==> src/rtl/multi_pattern_detector_pkg.sv <==
// Shared defaults and helpers for the multi-lane serial pattern detector.
// Counter helper works on up to SAT_W-bit counters.
package multi_pattern_detector_pkg;

  localparam int DEF_PAT_LEN = 3;
  localparam int DEF_NUM_PAT = 2;
  localparam int DEF_CNT_W   = 8;
  localparam int SAT_W       = 32;

  // Lane 0 = 111, lane 1 = 001
  localparam logic [DEF_NUM_PAT*DEF_PAT_LEN-1:0] DEF_RESET_PATTERNS = 6'b001_111;

  // Increment value, holding at the all-ones value of a width-bit counter.
  function automatic logic [SAT_W-1:0] sat_inc(input logic [SAT_W-1:0] value,
                                               input int unsigned      width);
    logic [63:0] limit;
    limit = (64'd1 << width) - 64'd1;
    if (64'(value) >= limit) return value;
    return value + SAT_W'(1);
  endfunction

endpackage

==> src/rtl/pattern_match_lane.sv <==
// One detector lane: pattern register, comparator, sticky flag and
// saturating match counter. The hit output is combinational (Mealy).
module pattern_match_lane
  import multi_pattern_detector_pkg::*;
#(
  parameter int                 PAT_LEN       = DEF_PAT_LEN,
  parameter int                 CNT_W         = DEF_CNT_W,
  parameter logic [PAT_LEN-1:0] RESET_PATTERN = '1
) (
  input  logic               clock,
  input  logic               reset_n,
  input  logic [PAT_LEN-1:0] window,
  input  logic               window_ok,
  input  logic               clear,
  input  logic               load,
  input  logic [PAT_LEN-1:0] load_pattern,
  output logic               hit,
  output logic               seen,
  output logic [CNT_W-1:0]   count
);

  logic [PAT_LEN-1:0] pattern_reg, pattern_next;
  logic               seen_reg, seen_next;
  logic [CNT_W-1:0]   count_reg, count_next;

  // Compares against the registered pattern, so a same-cycle load is not seen yet
  assign hit = window_ok && (window == pattern_reg);

  always_comb begin
    pattern_next = load ? load_pattern : pattern_reg;
    seen_next    = seen_reg;
    count_next   = count_reg;
    if (clear) begin
      seen_next  = 1'b0;
      count_next = '0;
    end else if (hit) begin
      seen_next  = 1'b1;
      count_next = CNT_W'(sat_inc(SAT_W'(count_reg), CNT_W));
    end
  end

  always_ff @(posedge clock or negedge reset_n) begin
    if (!reset_n) begin
      pattern_reg <= RESET_PATTERN;
      seen_reg    <= 1'b0;
      count_reg   <= '0;
    end else begin
      pattern_reg <= pattern_next;
      seen_reg    <= seen_next;
      count_reg   <= count_next;
    end
  end

  assign seen  = seen_reg;
  assign count = count_reg;

endmodule

==> src/rtl/multi_pattern_detector.sv <==
// Serial multi-pattern detector: shared bit history and fill tracking,
// with one pattern_match_lane per pattern and a config write decoder.
module multi_pattern_detector
  import multi_pattern_detector_pkg::*;
#(
  parameter int PAT_LEN = DEF_PAT_LEN,
  parameter int NUM_PAT = DEF_NUM_PAT,
  parameter int CNT_W   = DEF_CNT_W,
  parameter logic [NUM_PAT*PAT_LEN-1:0] RESET_PATTERNS =
    (NUM_PAT*PAT_LEN)'(DEF_RESET_PATTERNS),
  localparam int IDX_W = (NUM_PAT > 1) ? $clog2(NUM_PAT) : 1
) (
  input  logic                     clock,
  input  logic                     reset_n,
  input  logic                     i,
  input  logic                     valid_in,
  input  logic                     clear,
  input  logic                     cfg_we,
  input  logic [IDX_W-1:0]         cfg_idx,
  input  logic [PAT_LEN-1:0]       cfg_pattern,
  output logic [NUM_PAT-1:0]       hit,
  output logic [NUM_PAT-1:0]       seen,
  output logic [NUM_PAT*CNT_W-1:0] count
);

  localparam int FILL_W = $clog2(PAT_LEN);

  logic [PAT_LEN-2:0] history_reg, history_next;
  logic [FILL_W-1:0]  fill_reg, fill_next;
  logic [PAT_LEN-1:0] window;
  logic               history_full;
  logic               window_ok;

  // Oldest bit sits in the MSB; the live input bit completes the window
  assign window       = {history_reg, i};
  assign history_full = (fill_reg == FILL_W'(PAT_LEN - 1));
  assign window_ok    = valid_in && history_full;

  always_comb begin
    history_next = history_reg;
    fill_next    = fill_reg;
    if (valid_in) begin
      history_next = window[PAT_LEN-2:0];
      if (!history_full) fill_next = fill_reg + FILL_W'(1);
    end
  end

  always_ff @(posedge clock or negedge reset_n) begin
    if (!reset_n) begin
      history_reg <= '0;
      fill_reg    <= '0;
    end else begin
      history_reg <= history_next;
      fill_reg    <= fill_next;
    end
  end

  generate
    for (genvar gi = 0; gi < NUM_PAT; gi++) begin : g_lane
      logic lane_we;
      // Out-of-range indices match no lane, so such writes are dropped
      assign lane_we = cfg_we && (cfg_idx == IDX_W'(gi));

      pattern_match_lane #(
        .PAT_LEN       (PAT_LEN),
        .CNT_W         (CNT_W),
        .RESET_PATTERN (RESET_PATTERNS[gi*PAT_LEN +: PAT_LEN])
      ) u_lane (
        .clock        (clock),
        .reset_n      (reset_n),
        .window       (window),
        .window_ok    (window_ok),
        .clear        (clear),
        .load         (lane_we),
        .load_pattern (cfg_pattern),
        .hit          (hit[gi]),
        .seen         (seen[gi]),
        .count        (count[gi*CNT_W +: CNT_W])
      );
    end
  endgenerate

endmodule

==> config.mk <==
export PLATFORM = sky130hd
export DESIGN_NAME = multi_pattern_detector
export DESIGN_NICKNAME = d
export VERILOG_FILES = /design/src/rtl/multi_pattern_detector_pkg.sv /design/src/rtl/pattern_match_lane.sv /design/src/rtl/multi_pattern_detector.sv
export SDC_FILE = /design/constraint.sdc
export NUM_CORES = 1
export LEC_CHECK = 0
export ABC_AREA = 1
export BUFFER_PORTS_ARGS = -buffer_cell sky130_fd_sc_hd__buf_2
export CORE_MARGIN = 2
export CORE_UTILIZATION = 55
export CTS_CLUSTER_DIAMETER = 40
export CTS_CLUSTER_SIZE = 28
export DETAILED_ROUTE_END_ITERATION = 10
export PLACE_DENSITY = 0.79
export SYNTH_ARGS = -nofsm -noshare
export SYNTH_HDL_FRONTEND = slang
export SYNTH_SLANG_ARGS = --single-unit
==> constraint.sdc <==
create_clock -name clock -period 1.5 [get_ports clock]
set_input_delay 0.375 -clock clock [delete_from_list [all_inputs] [get_ports clock]]
set_output_delay 0.375 -clock clock [all_outputs]
set_load 0.005 [all_outputs]
Yosys cells after proc, flatten, opt, wreduce, memory -nomap -nowiden
Cells that the tools add are included.
{"block": "classes", "add_sub_neg": 3, "magnitude_cmp": 2, "n_eq_ne": 5, "muxes": 16, "bitwise": 2, "reduce_logical": 10}
{"operator": "8-bit 2-to-1 mux", "n": 6}
{"operator": "8-bit by 1-bit adder with 8-bit output (second input constant)", "n": 2}
{"operator": "8-bit greater-or-equal comparator (second input constant)", "n": 2}
{"operator": "1-bit 2-to-1 mux", "n": 10}
{"operator": "3-bit == test", "n": 2}
{"operator": "3-bit != test (second input constant)", "n": 2}
{"operator": "2-bit AND reduction", "n": 3}
{"operator": "1-bit logical AND", "n": 5}
{"operator": "2-bit nonzero test", "n": 2}
{"operator": "2-bit by 1-bit adder with 2-bit output (second input constant)", "n": 1}
{"operator": "2-bit == test (second input constant)", "n": 1}
{"operator": "1-bit NOT", "n": 2}
{"block": "totals", "register_bits": 28, "wordCells": 46}

Longest topological paths before layout
{"block": "depth", "ltp_word": 8, "depth_mapped": 10, "mapped_depth_nobuf": 10}

Modules after synthesis
From an unflattened synthesis, not the netlist that was laid out.
{"block": "unflattened", "hier_cells": 243, "area_unflattened_um2": 1730.4}
{"module": "pattern_match_lane at g_lane[0].u_lane", "instances": 1, "cells_each": 108, "area_per_inst_um2": 758.2, "seq_area_each_um2": 304.0}
{"module": "pattern_match_lane at g_lane[1].u_lane", "instances": 1, "cells_each": 108, "area_per_inst_um2": 755.7, "seq_area_each_um2": 301.5}
{"module": "multi_pattern_detector", "instances": 1, "cells_each": 27, "area_per_inst_um2": 216.5, "seq_area_each_um2": 100.1}

Worst setup path after synthesis
Ideal clock, no wire load.
{"block": "synth_timing", "path_type": "reg-to-output", "start": "register fill_reg[0]", "end": "output hit[1]", "arrival_ns": 1.046, "required_ns": 1.125, "slack_ns": 0.079, "path_stages_with_launch": 10, "path_cell_list": "dfrtp_1 > inv_1 > ha_1 > nand2_1 > clkinv_1 > nand2_2 > nor2_4 > nand2_1 > inv_2 > buf_4"}
{"block": "synth_between", "elab_chain_cells": 3}
{"element": "start: declaration", "line": "multi_pattern_detector.sv:29", "rtl": "logic [FILL_W-1:0] fill_reg, fill_next;"}
{"element": "start signal: assignment", "line": "multi_pattern_detector.sv:54", "rtl": "fill_reg <= fill_next;"}
{"element": "2-bit == test", "line": "multi_pattern_detector.sv:36", "rtl": "assign history_full = (fill_reg == FILL_W'(PAT_LEN - 1));"}
{"element": "1-bit logical AND", "line": "multi_pattern_detector.sv:37", "rtl": "assign window_ok = valid_in && history_full;"}
{"element": "1-bit logical AND", "line": "pattern_match_lane.sv:27", "rtl": "assign hit = window_ok && (window == pattern_reg);"}
{"element": "end: declaration", "line": "multi_pattern_detector.sv:21", "rtl": "output logic [NUM_PAT-1:0] hit,"}
No other way between the ends.

Worst setup path after layout
{"block": "layout_timing", "start": "register fill_reg[0]", "end": "output hit[0]"}
Same word-level chain as after synthesis.

==> metrics.txt <==
die area 3560 um2; crit path from fill_reg[0]; DRC violation total after the first TritonRoute iteration 70; worst r2r src fill_reg[1]; Worst-Skew Late Latency 0.35 ns; Vias/cell 5.08; Distinct cells, synth 22; via count 1,610; crit path max fanout 2; total grt overflow 0; final wirelength 3830 um; gpl congestion 0.812; commonest cells after routing, fill and taps aside 76 x nand2_1, 32 x nor2_1, 28 x buf_2; synth warn 0; clock skew 0.00693 ns; Reg2Reg Capture Point g_lane[1].u_lane.count[4]; commonest non-fill, non-tap cell in the layout nand2_1; Peak VDD IR 686 uV; leading register cell type out of synthesis dfrtp_1; Reg area 706 um2; RSZ-0062 raised after global routing yes; total negative slack -1.06 ns; FILL cells 248; CTS buffer count 3; Final Hold Vio Count 0; Tot Pwr 2.04 mW; Worst-path clk slew 0.16 ns; die height 59.7 um; setup ws final -0.301 ns; first-pass GRT wire length 5960 um; Post-synth ARST share 1.00; Setup crit end hit[0]; Post-DRT Antenna Nets 0; vias in the first global route 1,357; hold crit path type in2async; die width 59.7 um; Slew @ Worst Pin 0.613 ns; startpoint types register; largest net degree at the start of global routing 29; H-tree Lvls 1; status finished with violations; CTS tree done; Tcrit/Tclk final 1.20; Worst EP required 1.12 ns; Initial Util 0.568; Synth Instances 241; # nets final 298; number of enable flip-flop cells after synthesis 0; share of post-route cells with drive strength above 1 0.313; port bufs 29; register area share after synthesis 0.414; Yosys reg bits 28; DR pass1 iterations 4; Crit. End Element output pin; antenna violations before repair 0; failing checks negative setup slack; # DRC 0; max FFs per register 16; Multi-input gate area 940 um2; n_diodes 0; clock tree buffer depth 2; WS Path Type reg2out; Mapped Avg Cell Area 7.08 um2; Syn Nets 254; endpoints failing setup 10; Slew Viols, Final 0; clk sinks 28; Final Critical Period 1.80 ns; Max Cap Viol 0; CP arrival 1.43 ns; Reg2Reg Depth 11; mapped cell area 1710 um2; WL/cell 12.1 um; CTS Root Cell clkbuf_4; power density over the cells 964 nW/um2; placed instance area 1920 um2; headroom to the max-slew limit 0.591; r2r setup slk -0.07 ns; Final HPWL DP 2500 um; P&R area growth vs syn 23.9%; core area 3000 um2; Peak Freq 0.555 GHz; Design Area, Final 2110 um2; Rows 20; Total GRT Usage 0.221; Pleak 1.10 nW; num ports 30; cts hold-fix bufs 0
[how the worst min path moves through the flow]
stage                                                  to  slack [ns]
after floorplan                               fill_reg[0]        0.08
after global placement    g_lane[1].u_lane.pattern_reg[1]        0.43
after detailed placement  g_lane[1].u_lane.pattern_reg[1]        0.42
after CTS                 g_lane[1].u_lane.pattern_reg[1]        0.03
after global routing      g_lane[1].u_lane.pattern_reg[2]        0.05
final                           g_lane[0].u_lane.count[4]        0.01
[layer usage]
metal  global-route usage  vias up  share of wire
met1                0.310      731           0.45
li1                     -      829              -
met2                0.348       43           0.50
met5                    0        -              0
met4               0.0984        0          0.021
met3               0.0195        7          0.033
[area by class of cell]
cell class / instances / area share
well taps: 33 / 0.0195
clock buffers: 3 / 0.0107
clock inverters: 1 / 0.0142
repair buffers: 44 / 0.125
multi-input cells: 180 / 0.445
inverters: 28 / 0.0521
flip-flops and latches: 28 / 0.334
[power breakdown]
group	internal [mW]	total [mW]	leakage, nW	switching, mW
registers	0.847	0.914	0.362	0.0667
clock network	0.271	0.514	0.0279	0.244
logic	0.277	0.609	0.707	0.333
[through the flow]
step	setup WS (ns)	std cells	util	hold WS, ns
after floorplan	0.0792	241	-	0.0794
after global placement	0.0468	305	0.638	0.426
after detailed placement	-0.0189	305	0.638	0.424
after CTS	-0.335	312	0.674	0.0347
after global routing	-0.387	317	0.704	0.0531
final	-0.301	317	0.704	0.0111
[synthesized netlist by cell type, types with 3 or more instances]
cell,count,area (um2)
nand2_1,91,342
nor2_1,32,120
dfrtp_1,24,601
inv_1,22,82.6
nand3_1,22,110
o21ai_0,9,45.0
inv_2,5,18.8
buf_4,4,30.0
dfstp_2,4,105
ha_1,3,37.5
nor2_2,3,18.8
nor2_4,3,33.8
xor2_1,3,26.3
[worst max-delay path: stages (launching register included)]
cell and delay [ns]:
dfrtp_1 0.40, inv_2 0.08, ha_4 0.15, nand2_4 0.05, clkinv_4 0.05, nand2_4 0.04, nor2_4 0.10, nand2_2 0.06
inv_2 0.05, buf_2 0.10
[cells by family after synthesis]
group                      count (synthesis)  share of synthesized area
AOI/OAI and AO/OA                         11                     0.0352
adders and majority gates                  3                     0.0220
and+or+nand+nor                          159                      0.416
buffers and inverters                     35                     0.0873
DFF                                       28                      0.414
xor gates and xnor gates                   5                     0.0257
[what timing repair did]
item / 4_1_cts / 5_1_grt
resized for setup: 9 / 15
setup endpoints to repair: 10 / 18
cloned: 0 / 2
setup buffers: 3 / 3
pin swaps: 3 / 6
Note: power is estimated with default switching activity, not from simulation.
